File: src/rtl/aes_display_pkg.sv
// Shared types and sizing for the AES state byte scanner display stage.
package aes_display_pkg;

  typedef enum logic [1:0] {
    IDLE,
    CONVERT,
    HOLD
  } scanState_t;

  localparam int NUM_BYTES = 16;
  localparam int BCD_ITERS = 8;
  localparam int IDX_W     = $clog2(NUM_BYTES);
  localparam int ITER_W    = $clog2(BCD_ITERS);

  // Hold counter width; a one-cycle hold still needs a 1-bit counter.
  function automatic int holdCntWidth(int holdCycles);
    return (holdCycles > 1) ? $clog2(holdCycles) : 1;
  endfunction

endpackage

File: src/rtl/bcd_dabble_step.sv
// One double-dabble iteration on the {hunds,tens,units,bin} register:
// add 3 to every BCD nibble >= 5, then shift the whole register left by 1.
module bcd_dabble_step (
  input  logic [19:0] shiftReg,
  output logic [19:0] stepped
);

  logic [19:0] fixed;

  // Correct each of the three BCD nibbles, then shift.
  always_comb begin
    fixed = shiftReg;
    for (int d = 0; d < 3; d++) begin
      if (shiftReg[8+4*d +: 4] >= 4'd5)
        fixed[8+4*d +: 4] = shiftReg[8+4*d +: 4] + 4'd3;
    end
    stepped = fixed << 1;
  end

endmodule

File: src/rtl/aes_byte_scanner.sv
// Walks a captured 128-bit AES state byte by byte onto a three-digit display.
// Each byte is converted to BCD with an 8-step iterative double-dabble and
// held for HOLD_CYCLES enabled cycles; units/tens/hunds drive the BCDtoSSD
// decoders directly. The previous digits stay up during each conversion so
// the display never blanks.
module aes_byte_scanner
  import aes_display_pkg::*;
#(
  parameter int HOLD_CYCLES = 50_000_000
) (
  input  logic         clk,
  input  logic         reset,
  input  logic         enable,
  input  logic         load,
  input  logic [0:127] state_in,
  output logic [3:0]   units,
  output logic [3:0]   tens,
  output logic [3:0]   hunds,
  output logic [3:0]   byte_index,
  output logic         valid,
  output logic         busy
);

  localparam int               CNT_W     = holdCntWidth(HOLD_CYCLES);
  localparam logic [CNT_W-1:0] HOLD_LAST = CNT_W'(HOLD_CYCLES - 1);
  localparam logic [ITER_W-1:0] ITER_LAST = ITER_W'(BCD_ITERS - 1);

  scanState_t        state, nextState;
  logic [0:127]      snapshot;
  logic [IDX_W-1:0]  idx;
  logic [IDX_W-1:0]  idxNext;
  logic [ITER_W-1:0] iter;
  logic [CNT_W-1:0]  holdCnt;
  logic [19:0]       dabbleReg;
  logic [19:0]       dabbleNext;
  logic              convDone;
  logic              holdDone;

  bcd_dabble_step uStep (
    .shiftReg (dabbleReg),
    .stepped  (dabbleNext)
  );

  // Byte index wraps 15 -> 0 naturally in IDX_W bits.
  assign idxNext  = idx + 1'b1;
  assign convDone = (state == CONVERT) && (iter == ITER_LAST);
  assign holdDone = (state == HOLD) && enable && (holdCnt == HOLD_LAST);

  // State register.
  always_ff @(posedge clk) begin
    if (reset) state <= IDLE;
    else       state <= nextState;
  end

  // Next-state and busy; load overrides every other transition.
  always_comb begin
    nextState = state;
    busy      = 1'b0;
    case (state)
      IDLE:    nextState = IDLE;
      CONVERT: begin
        busy = 1'b1;
        if (convDone) nextState = HOLD;
      end
      HOLD:    if (holdDone) nextState = CONVERT;
      default: nextState = IDLE;
    endcase
    if (load) nextState = CONVERT;
  end

  // Snapshot capture, iterative conversion, hold timing and display registers.
  always_ff @(posedge clk) begin
    if (reset) begin
      snapshot   <= '0;
      idx        <= '0;
      iter       <= '0;
      holdCnt    <= '0;
      dabbleReg  <= '0;
      units      <= '0;
      tens       <= '0;
      hunds      <= '0;
      byte_index <= '0;
      valid      <= 1'b0;
    end else if (load) begin
      snapshot  <= state_in;
      idx       <= '0;
      iter      <= '0;
      valid     <= 1'b0;
      dabbleReg <= {12'b0, state_in[0:7]};
    end else begin
      case (state)
        CONVERT: begin
          dabbleReg <= dabbleNext;
          iter      <= iter + 1'b1;
          if (convDone) begin
            hunds      <= dabbleNext[19:16];
            tens       <= dabbleNext[15:12];
            units      <= dabbleNext[11:8];
            byte_index <= idx;
            valid      <= 1'b1;
            holdCnt    <= '0;
          end
        end
        HOLD: begin
          if (enable) begin
            if (holdCnt == HOLD_LAST) begin
              idx       <= idxNext;
              iter      <= '0;
              dabbleReg <= {12'b0, snapshot[{idxNext, 3'b000} +: 8]};
            end else begin
              holdCnt <= holdCnt + 1'b1;
            end
          end
        end
        default: ;
      endcase
    end
  end

endmodule
File: config.mk
export PLATFORM = sky130hd
export DESIGN_NAME = aes_byte_scanner
export DESIGN_NICKNAME = d
export VERILOG_FILES = /design/src/rtl/aes_display_pkg.sv /design/src/rtl/bcd_dabble_step.sv /design/src/rtl/aes_byte_scanner.sv
export SDC_FILE = /design/constraint.sdc
export NUM_CORES = 1
export LEC_CHECK = 0
export CAP_MARGIN = 20
export CORE_MARGIN = 2
export CORE_UTILIZATION = 40
export CTS_CLUSTER_DIAMETER = 200
export CTS_CLUSTER_SIZE = 40
export DETAILED_ROUTE_END_ITERATION = 8
export GPL_ROUTABILITY_DRIVEN = 0
export GPL_TIMING_DRIVEN = 0
export PLACE_DENSITY = 0.68
export SYNTH_ARGS = -nofsm -noshare
export SYNTH_HDL_FRONTEND = slang
export SYNTH_SLANG_ARGS = --single-unit
File: constraint.sdc
create_clock -name clk -period 2.3 [get_ports clk]
set_input_delay 0.46 -clock clk [delete_from_list [all_inputs] [get_ports clk]]
set_output_delay 0.46 -clock clk [all_outputs]
set_load 0.01 [all_outputs]
Word level (Yosys, flattened, before mapping)
Cells that the tools add are included.
Storage, ports and cells
  bits in registers: 200
  bits in latches: 0
  memory bits (writable): 0
  bits in read-only memories: 0
  memories: 0
Operators by class
  $add $sub $neg: 6
  multiply operators: 0
  divide/modulo/power cells: 0
  magnitude comparators: 3
  equality and inequality tests: 13
  shifts and indexed selects: 1
  muxes and demuxes: 19
  bitwise logic cells: 2
  reduce and logical (&&, ||, !) cells: 14
Operators with widths (count)
  variable part select 128 x 8 -> 129 bit: 1
  two-way mux 26 bit: 3
  case mux 26 bit (2 select lines): 1
  two-way mux 20 bit: 2
  case mux 20 bit (2 select lines): 1
  adder 26 x 1 -> 26 bit, second input constant: 1
  == test 26 bit, second input constant: 1
  >= comparator 4 x 3 -> 1 bit, second input constant: 3
  AND reduction 3 bit: 4
  two-way mux 3 bit: 3
  != test 3 bit, second input constant: 3
  adder 4 x 2 -> 4 bit, second input constant: 2
  two-way mux 4 bit: 2
  two-way mux 8 bit: 1
  != test 2 bit, second input constant: 4
  NOT 7 -> 8 bit: 1
  case mux 3 bit (2 select lines): 1
  AND reduction 2 bit: 3
  AND reduction 5 bit: 1
  adder 4 x 1 -> 4 bit, second input constant: 1
  two-way mux 2 bit: 2
  case mux 2 bit (2 select lines): 1
  adder 3 x 1 -> 3 bit, second input constant: 1
  adder 3 x 2 -> 3 bit, second input constant: 1
  11 further kinds: 14

Longest topological paths before layout
Gate-level depths: netlist of run 1.
  depth in word-level cells: 7
  mapped depth: 8

Modules after synthesis
From an unflattened synthesis of run 1, not the netlist that was laid out.
Second synthesis, totals
  cells, all modules: 911
  area, all modules: 8904.8 sq um
By module, submodules not included
  aes_byte_scanner: times used 1, cells an instance 857, area each 8549.4 sq um, sequential area each 4003.8 sq um
  bcd_dabble_step: times used 1, cells an instance 54, area each 355.3 sq um, sequential area each 0.0 sq um

Worst setup path before layout of run 1
No wires, ideal clock.
  path kind: register to register
  start point: reg idx[1]
  end point: reg dabbleReg[6]
  setup time: 0.122 ns
  arrival time: 1.811 ns
  data required time: 2.178 ns
  slack: 0.367 ns
  stages on the path, launching flop included: 6
  path buffers: 0
  cell sequence: dfxtp_1 > ha_1 > xnor2_2 > mux4_2 > o2111ai_1 > o21ai_1
Between the ends
  word-level cells in the longest chain between the ends: 7
RTL lines
  start, declared: line aes_byte_scanner.sv:30  | logic [IDX_W-1:0] idx;
  start signal, assigned: line aes_byte_scanner.sv:107  | idx <= idxNext;
  adder 4 x 1 -> 4 bit: line aes_byte_scanner.sv:45  | assign idxNext = idx + 1'b1;
  NOT 7 -> 8 bit (implied by the code): line aes_byte_scanner.sv:109  | dabbleReg <= {12'b0, snapshot[{idxNext, 3'b000} +: 8]};
  variable part select 128 x 8 -> 129 bit: line aes_byte_scanner.sv:109
  two-way mux 20 bit: line aes_byte_scanner.sv:106  | if (holdCnt == HOLD_LAST) begin
  two-way mux 20 bit: line aes_byte_scanner.sv:105  | if (enable) begin
  case mux 20 bit (2 select lines): line aes_byte_scanner.sv:91  | case (state)
  two-way mux 8 bit: line aes_byte_scanner.sv:84  | end else if (load) begin
  end signal, assigned: line aes_byte_scanner.sv:89  | dabbleReg <= {12'b0, state_in[0:7]};
  end signal, assigned: line aes_byte_scanner.sv:93  | dabbleReg <= dabbleNext;
  end signal, assigned: line aes_byte_scanner.sv:109
  end, declared: line aes_byte_scanner.sv:34  | logic [19:0] dabbleReg;
No other way between the ends. The select of a mux whose other input is x is not followed.
A chain may end at the register's enable or synchronous reset.

Worst setup path after layout of run 1
  start point: reg idx[0]
  end point: reg dabbleReg[3]
The elaborated chain is that of the path after synthesis.

==> flow_metrics.tcl, run 1 <==
set metrics [dict create \
    status "complete, no violations" \
    worstPathMaxFanout 10 \
    p_switching_mw 1.875 \
    placed_area_mm2 0.01070 \
    coreArea_mm2 0.02182 \
    pwr-share-comb_pct 10.1 \
    synth.net_count 1066 \
    clock_path_buffers 2 \
    fin_util_pct 52.07 \
    grt_pass1_vias 7084 \
    internal-power_mw 5.449 \
    hpwl_mm 18.38 \
    grt_max_degree 20 \
    crit_arrival_ns 2.46 \
    synthDistinctLibCells 55 \
    nNetsFinal 1232 \
    p_per_area_mw_per_mm2 644.6 \
    synth_edf_count 0 \
    drt_iter0_drc 571 \
    setup_violations 0 \
    finalCritPeriodShare_pct 92.99 \
    netlist_area_mm2 0.008877 \
    met1Wirelength_mm 11.20 \
    r2r_start "idx[0]" \
    insertion_delay_ns 0.44 \
    drc 0 \
    cts_htree_levels 4 \
    critical_path_class "flip-flop to flip-flop" \
    power.total_mw 7.324 \
    worstPathRequired_ns 2.62 \
    ys_async_sr_fraction_pct 0 \
    start_kind "flip-flop" \
    synthToLayoutAreaGrowth_pct 28.01 \
    first_pass_iters 5 \
    antenna_cells 0 \
    clkPwrFrac_pct 39.5 \
    drive_gt1_share_pct 8.885 \
    r2r_setup_slack_ns 0.16 \
    drtAntennaViolNets 0 \
    design_area_mm2 0.01136 \
    hold_start "units[1]" \
    p_seq_share_pct 50.4 \
    relSlewSlack_pct 41.94 \
    r2r_end "dabbleReg[3]" \
    rsz0062_at_grt "false" \
    irDropWorstVdd_v 0.0004876 \
    post_synth.cell_area_avg_um2 9.607 \
    synth_warnings 0 \
    cts_tree "done" \
    die_h_um 153.0 \
    met3_length_mm 1.302 \
    routed_wl_mm 24.41 \
    grt_pass1_wl_mm 38.13 \
    hold_viol 0 \
    cts-root-buf "clkbuf_16" \
    start_util_pct 40.68 \
    routed.top_layer "met4" \
    drv_slew 0 \
    dr_total_vias 7338 \
    synthCells 924 \
    grt.total_usage_pct 20.66 \
    synth_seq_area_share_pct 45.10 \
    wl_met2_mm 11.52 \
    p_leak_nw 4.397 \
    cap_violations 0 \
    dieArea_mm2 0.02340 \
    grt.overflow.total 0 \
    path_clk_slew_ns 0.07 \
    antenna_found_initial 0 \
    fmax_mhz 467.6 \
    routed_via_density 5.306 \
    setup_tns_ns 0 \
    wire_per_inst_um 17.65 \
    stdcell_count 1383 \
    row_count 54 \
    io_buffers 147 \
    r2r_cells 7 \
    switching_share_pct 25.60 \
    die_w_um 153.0 \
    period_minus_slack_ns 2.139 \
    synth_flop_cell "dfxtp_1" \
    min_path_type "flip-flop to flip-flop" \
    dp_cells 1351 \
    holdPathStages 2 \
    end_kind "flip-flop" \
    pin_count 150 \
    hold_end "units[1]" \
    worstMarginPinSlew_ns 0.8710 \
    numCtsBuffers 17 \
    cts.sinks 200 \
    ys_ff_latch 200 \
    clock_skew_ns 0.01153 \
]
[registers in the layout (all words and copies together) (netlist names)]
signal and flops:
byte_index 4, tens 4, iter 3, dabbleReg 20
valid 1, idx 4, units 4, hunds 4
holdCnt 26, snapshot 128, state 2
[critical path, cell delays in order, from the launching register on]
cell,delay (ns)
dfxtp_1,0.38
buf_4,0.20
clkbuf_4,0.33
mux4_2,0.57
nand2_1,0.09
nand4_1,0.15
o2111ai_1,0.19
o21ai_1,0.10
[placed cells by master, fill, tap and decap left out, types with 6 or more instances in the layout]
master and count:
a31oi_1 8, o21ai_0 8, a32oi_1 8, o22ai_1 7, dfxtp_1 198, nor2_1 163, and4_1 6, a21oi_1 45
inv_6 6, nand4_1 18, clkbuf_16 17, nand2_1 91, inv_1 9, ha_1 9, clkbuf_1 37, clkdlybuf4s50_1 146
or3_1 11, buf_2 7, nand3_1 27, xor2_1 16, o21ai_1 11, mux2i_1 133, mux4_2 26, o2111ai_1 7
[worst max path at each step]
stage / endpoint / cells past startpoint / start
4_1_cts: byte_index[2] / 7 / iter[0]
3_5_place_dp: dabbleReg[3] / 8 / idx[1]
5_1_grt: byte_index[2] / 7 / iter[0]
3_3_place_gp: dabbleReg[4] / 8 / idx[1]
6_report: dabbleReg[3] / 7 / idx[0]
2_1_floorplan: dabbleReg[6] / 5 / idx[1]
[cells in the mapped netlist (all sizes together) (15+ instances only)]
library cell	number	area [um^2]
o21ai	19	95.09
buf	15	82.57
clkbuf	44	165.2
mux2i	133	1331
xor2	17	148.9
mux4	26	585.6
nor2	164	615.6
nand2	92	345.3
a21oi	46	234.0
nand3	27	135.1
nand4	18	112.6
dfxtp	200	4004
[routing by layer]
| layer | global-route usage (%) | vias up |
|---|---|---|
| met1 | 27.92 | 3501 |
| met5 | 0 | - |
| met4 | 5.952 | 0 |
| met3 | 4.225 | 27 |
| met2 | 33.63 | 210 |
| li1 | - | 3600 |
[logic make-up (layout without fill, tap and decap cells)]
logic type               Yosys count  in the layout  synth area share, %
AO/OA/AOI/OAI                    113            113                8.344
XOR/XNOR                          22             22                2.340
adder cells (fa/ha/maj)           10             10                1.409
buffers and inverters             71            250                3.298
flip-flops                       200            200                45.10
multiplexers                     159            159                21.59
AND/OR/NAND/NOR                  349            349                17.91
[per-stage QoR]
step / hold slack (ns) / setup slack, ns
after floorplan: 0.4319 / 0.3673
after CTS: 0.4564 / 0.004508
after global placement: 0.4423 / -0.2917
after global routing: 0.4702 / 0.006988
final: 0.4544 / 0.1613
after detailed placement: 0.4470 / -0.3333
[power groups by stage]
stage,logic [mW],registers [mW],clock network (mW)
global placement,0.722,3.76,0
CTS,0.739,3.69,2.94
global route,0.794,3.70,3.07
detailed placement,0.731,3.77,0
finish,0.738,3.69,2.90
floorplan,0.379,3.74,0
[timing repair]
action / CTS / global route
setup endpoints to repair: 8 / 38
gates cloned: 0 / 0
setup buffers: 1 / 0
hold buffers: 0 / 0
gates resized for setup: 13 / 18
[cell type report]
class                      count  area (um^2)
buffer                        58        269.0
clock buffer                  18        429.2
multi-input combinational    653         4646
tap                          280        350.3
inverter                      12        45.04
timing repair buffer         148         1481
clock inverter                14        136.4
fill                        1988        10460
sequential                   200         4006
No activity file was read; power rests on OpenSTA's default activity.
==> inputs of run 2 (changes only) <==
- CELL_PAD_IN_SITES_DETAIL_PLACEMENT: default -> 0
- CELL_PAD_IN_SITES_GLOBAL_PLACEMENT: default -> 2
- CORE_UTILIZATION: 40 -> 33
- PLACE_DENSITY: 0.68 -> 0.85
- REMOVE_ABC_BUFFERS: default -> 1
==> run 2 against run 1 <==
Sequential cell count unchanged; critical endpoint is now dabbleReg[0]; power up 0.32%; cell area up 1.6%; routed wire length down 5.9%; critical path type unchanged; non-clock buffer count down 37.
==> flow_metrics.tcl, run 2 (synthesis results as in run 1) <==
set metrics [dict create \
    wire_per_inst_um 16.30 \
    worst_slack_ns 0.1133 \
    pre_cts_ws_ns -1.563 \
    crit_arrival_ns 2.48 \
    grt_max_degree 94 \
    start_kind "flip-flop" \
    grt_pass1_vias 6778 \
    fin_util_pct 43.31 \
    start_util_pct 33.31 \
    critical_path_class "flip-flop to flip-flop" \
    largestRegisters "snapshot x128, holdCnt x26, dabbleReg x20" \
    hold_viol 0 \
    drt_iter0_drc 397 \
    p_leak_nw 4.410 \
    final_cell_mix "dfxtp_1 (197), nor2_1 (164), clkdlybuf4s50_1 (147)" \
    period_minus_slack_ns 2.187 \
    drc 0 \
    top_register "snapshot" \
    fmax_mhz 457.3 \
    coreArea_mm2 0.02665 \
    clock_path_buffers 2 \
    nNetsFinal 1195 \
    setup_violations 0 \
    irDropWorstVdd_v 0.0004654 \
    routed_wl_mm 22.97 \
    dr_total_vias 6943 \
    path_clk_slew_ns 0.08 \
    cts-root-buf "clkbuf_16" \
    end_kind "flip-flop" \
    min_path_type "input pin to flip-flop" \
    worstMarginPinSlew_ns 0.9194 \
    drive_gt1_share_pct 9.662 \
    grt.total_usage_pct 16.51 \
    pin_count 150 \
    die_w_um 168.0 \
    worstPathMaxFanout 17 \
    insertion_delay_ns 0.43 \
    grt_pass1_wl_mm 37.01 \
    mostFrequentLayoutCell "dfxtp_1" \
    first_pass_iters 4 \
    cap_violations 0 \
    p_per_area_mw_per_mm2 636.6 \
    hpwl_mm 15.47 \
    grt.overflow.total 0 \
    relSlewSlack_pct 38.71 \
    io_buffers 149 \
    cts.sinks 200 \
    synthToLayoutAreaGrowth_pct 30.02 \
    numCtsBuffers 17 \
    clock_skew_ns 0.01077 \
    drv_slew 0 \
    routed_via_density 4.928 \
    placed_area_mm2 0.01075 \
    dieArea_mm2 0.02823 \
    cts_htree_levels 4 \
    drtAntennaViolNets 0 \
    largest_reg_flops 128 \
    worstPathRequired_ns 2.60 \
    design_area_mm2 0.01154 \
    finalCritPeriodShare_pct 95.07 \
    antenna_found_initial 4 \
    row_count 60 \
    cts_tree "done" \
    rsz0062_at_grt "false" \
    status "complete, no violations" \
    die_h_um 168.0 \
]
-- run 2: area by class of cell --
| class | instances | area, um^2 |
|---|---|---|
| inverter | 12 | 48.80 |
| antenna | 2 | 5.005 |
| fill | 2627 | 15110 |
| multi-input combinational | 653 | 4687 |
| clock inverter | 13 | 137.6 |
| sequential | 200 | 4010 |
| clock buffer | 19 | 442.9 |
| timing repair buffer | 169 | 1784 |
| tap | 341 | 426.7 |
-- run 2: what timing repair did --
item	CTS	global route
buffers inserted	9	2
gates resized for setup	13	3
pin swaps	4	2
hold buffers	0	0
endpoints found under the setup margin	48	17
-- run 2: through the flow --
step                      TNS (ns)  power [mW]  hold WS (ns)  std cells
after global placement    -1293.54       4.550        0.4438       1355
after detailed placement    -53.32       4.458        0.4487       1364
final                            0       7.348        0.4307       1409
after CTS                        0       7.440        0.4275       1405
after floorplan             -6.407       4.028        0.4319        865
after global routing             0       7.652        0.4282       1407
-- run 2: per-layer routing --
layer	global-route usage, %	share of wire, %	vias to the layer above
li1	-	-	3532
met1	20.99	46	3280
met2	27.54	47	117
met3	5.360	6.0	14
met4	3.289	0.62	0
met5	0	0	-
-- run 2: power by group --
group,switching (mW),internal [mW],total [mW]
Clock,1.42,1.56,2.97
Combinational,0.288,0.405,0.693
Sequential,0.0751,3.61,3.68
-- run 2: final timing paths --
check / cells past startpoint / endpoint / startpoint / slack [ns]
worst max-delay path: 6 / dabbleReg[0] / idx[0] / 0.11
worst min-delay path: 2 / snapshot[116] / reset / 0.43
worst max register to register: 6 / dabbleReg[0] / idx[0] / 0.11
worst min register to register: 2 / tens[1] / tens[1] / 0.46
-- run 2: worst max-delay path, stage by stage (launching register included) --
cell      delay [ns]
dfxtp_4         0.35
buf_12          0.17
ha_4            0.50
mux4_2          0.37
mux4_2          0.49
nand3_1         0.10
a211oi_1        0.07
==> inputs of run 3 (changes only) <==
- CAP_MARGIN: 20 -> 5
==> run 3 against run 2 <==
Critical path depth down 1; via count increased by 1.1%; global-route usage increased by 0.13 points; sequential power is essentially flat; non-clock buffer count did not move; highest routed layer unchanged; hold slack lost 0.0036 ns; register-to-register slack hardly changed.
==> flow_metrics.tcl, run 3 (synthesis results as in run 1) <==
set metrics [dict create \
    irDropWorstVdd_v 0.0005319 \
    slowest_delay_ns 0.76 \
    clock_path_buffers 2 \
    nFillCells 2608 \
    grt.total_usage_pct 16.64 \
    dieArea_mm2 0.02823 \
    die_w_um 168.0 \
    r2r_end "holdCnt[6]" \
    fin_util_pct 43.21 \
    setup_violations 0 \
    crit_arrival_ns 2.55 \
    numCtsBuffers 17 \
    largest_reg_flops 128 \
    top_register "snapshot" \
    period_minus_slack_ns 2.193 \
    hold_start "reset" \
    finalCritPeriodShare_pct 95.34 \
    path_clk_slew_ns 0.08 \
    final_cell_mix "dfxtp_1 (197), nor2_1 (163), clkdlybuf4s50_1 (147)" \
    slowest_stage "nand2b_1" \
    power.total_mw 7.241 \
    antenna_found_initial 4 \
    cts_tree "done" \
    holdWs_ns 0.4271 \
    coreArea_mm2 0.02665 \
    grt_pass1_wl_mm 37.44 \
    die_h_um 168.0 \
    cts.sinks 200 \
    r2r_start "state[0]" \
    routed_wl_mm 23.16 \
    end_kind "flip-flop" \
    routed_via_density 4.977 \
    grt_max_degree 94 \
    setup_tns_ns 0 \
    worstPathRequired_ns 2.66 \
    clock_skew_ns 0.01013 \
    start_kind "flip-flop" \
    mostFrequentLayoutCell "dfxtp_1" \
    largestRegisters "snapshot x128, holdCnt x26, dabbleReg x20" \
    worstPathMaxFanout 15 \
    row_count 60 \
    io_buffers 149 \
    fmax_mhz 456.0 \
    drive_gt1_share_pct 9.850 \
    crit_path_start "state[0]" \
    synthToLayoutAreaGrowth_pct 29.72 \
    worstMarginPinSlew_ns 0.9466 \
    critical_path_class "flip-flop to flip-flop" \
    drv_slew 0 \
    drtAntennaViolNets 0 \
    drc 0 \
    status "complete, no violations" \
    first_pass_iters 4 \
    cts_htree_levels 4 \
    cp_cell_sequence "nand2b_1, o31ai_4, buf_12, or4_1, a21oi_1" \
    r2r_setup_slack_ns 0.11 \
    p_per_area_mw_per_mm2 628.8 \
    grt_pass1_vias 6943 \
    min_path_type "input pin to flip-flop" \
    wire_per_inst_um 16.43 \
    drt_iter0_drc 452 \
    grt.overflow.total 0 \
    insertion_delay_ns 0.43 \
    cts_hold_buf 0 \
    nNetsFinal 1195 \
    cts-root-buf "clkbuf_16" \
    start_util_pct 33.31 \
    critPathTopFamily "simple AND/OR/NAND/NOR gates" \
    p_leak_nw 4.408 \
    hold_viol 0 \
    worstSetupPathDepth 5 \
    pin_count 150 \
    path_buf_inv 1 \
    hpwl_mm 15.40 \
    critPathCapture "holdCnt[6]" \
    cap_violations 0 \
    relSlewSlack_pct 36.89 \
    dr_total_vias 7018 \
    r2r_cells 5 \
]
-- run 3: area by class of cell --
class | instances | area, um^2 | area share, %
diodes | 3 | 7.507 | 0.06519
repair buffers | 169 | 1780 | 15.46
clock buffers | 19 | 442.9 | 3.846
inverters | 12 | 48.80 | 0.4237
clock inverters | 13 | 111.4 | 0.9670
multi-input cells | 653 | 4688 | 40.71
flip-flops and latches | 200 | 4010 | 34.82
well taps | 341 | 426.7 | 3.705
-- run 3: per-stage QoR --
| stage | worst slack, ns | cells | cell area (um^2) |
|---|---|---|---|
| 5_1_grt | -0.01023 | 1407 | 11510 |
| 6_report | 0.1072 | 1410 | 11520 |
| 4_1_cts | 0.01799 | 1405 | 11460 |
| 2_1_floorplan | -1.098 | 865 | 8630 |
| 3_3_place_gp | -9.869 | 1355 | 10550 |
| 3_5_place_dp | -1.564 | 1362 | 10730 |
-- run 3: timing repair --
item	4_1_cts	5_1_grt
gates resized for setup	14	3
setup buffers	11	2
pin swaps	4	2
setup endpoints to repair	51	11
-- run 3: per-layer routing --
metal	part of all wire [%]	routed length [um]	track usage [%]	vias to the layer above
met2	48	11030	28.08	134
met3	6.2	1447	5.360	8
met1	46	10560	20.89	3348
met5	0	0	0	-
met4	0.54	125	3.403	0
li1	-	-	-	3528
-- run 3: worst min-delay path by stage --
stage / end / slack (ns) / cells past startpoint
2_1_floorplan: dabbleReg[17] / 0.43 / 2
5_1_grt: snapshot[19] / 0.43 / 2
3_3_place_gp: iter[2] / 0.44 / 2
6_report: snapshot[84] / 0.43 / 2
3_5_place_dp: byte_index[0] / 0.45 / 2
4_1_cts: snapshot[100] / 0.43 / 2
-- run 3: report_power, final --
part,internal [mW],switching [mW],total (mW)
clock network,1.45,1.42,2.87
logic,0.405,0.286,0.691
registers,3.60,0.0760,3.68
total,5.46,1.78,7.24
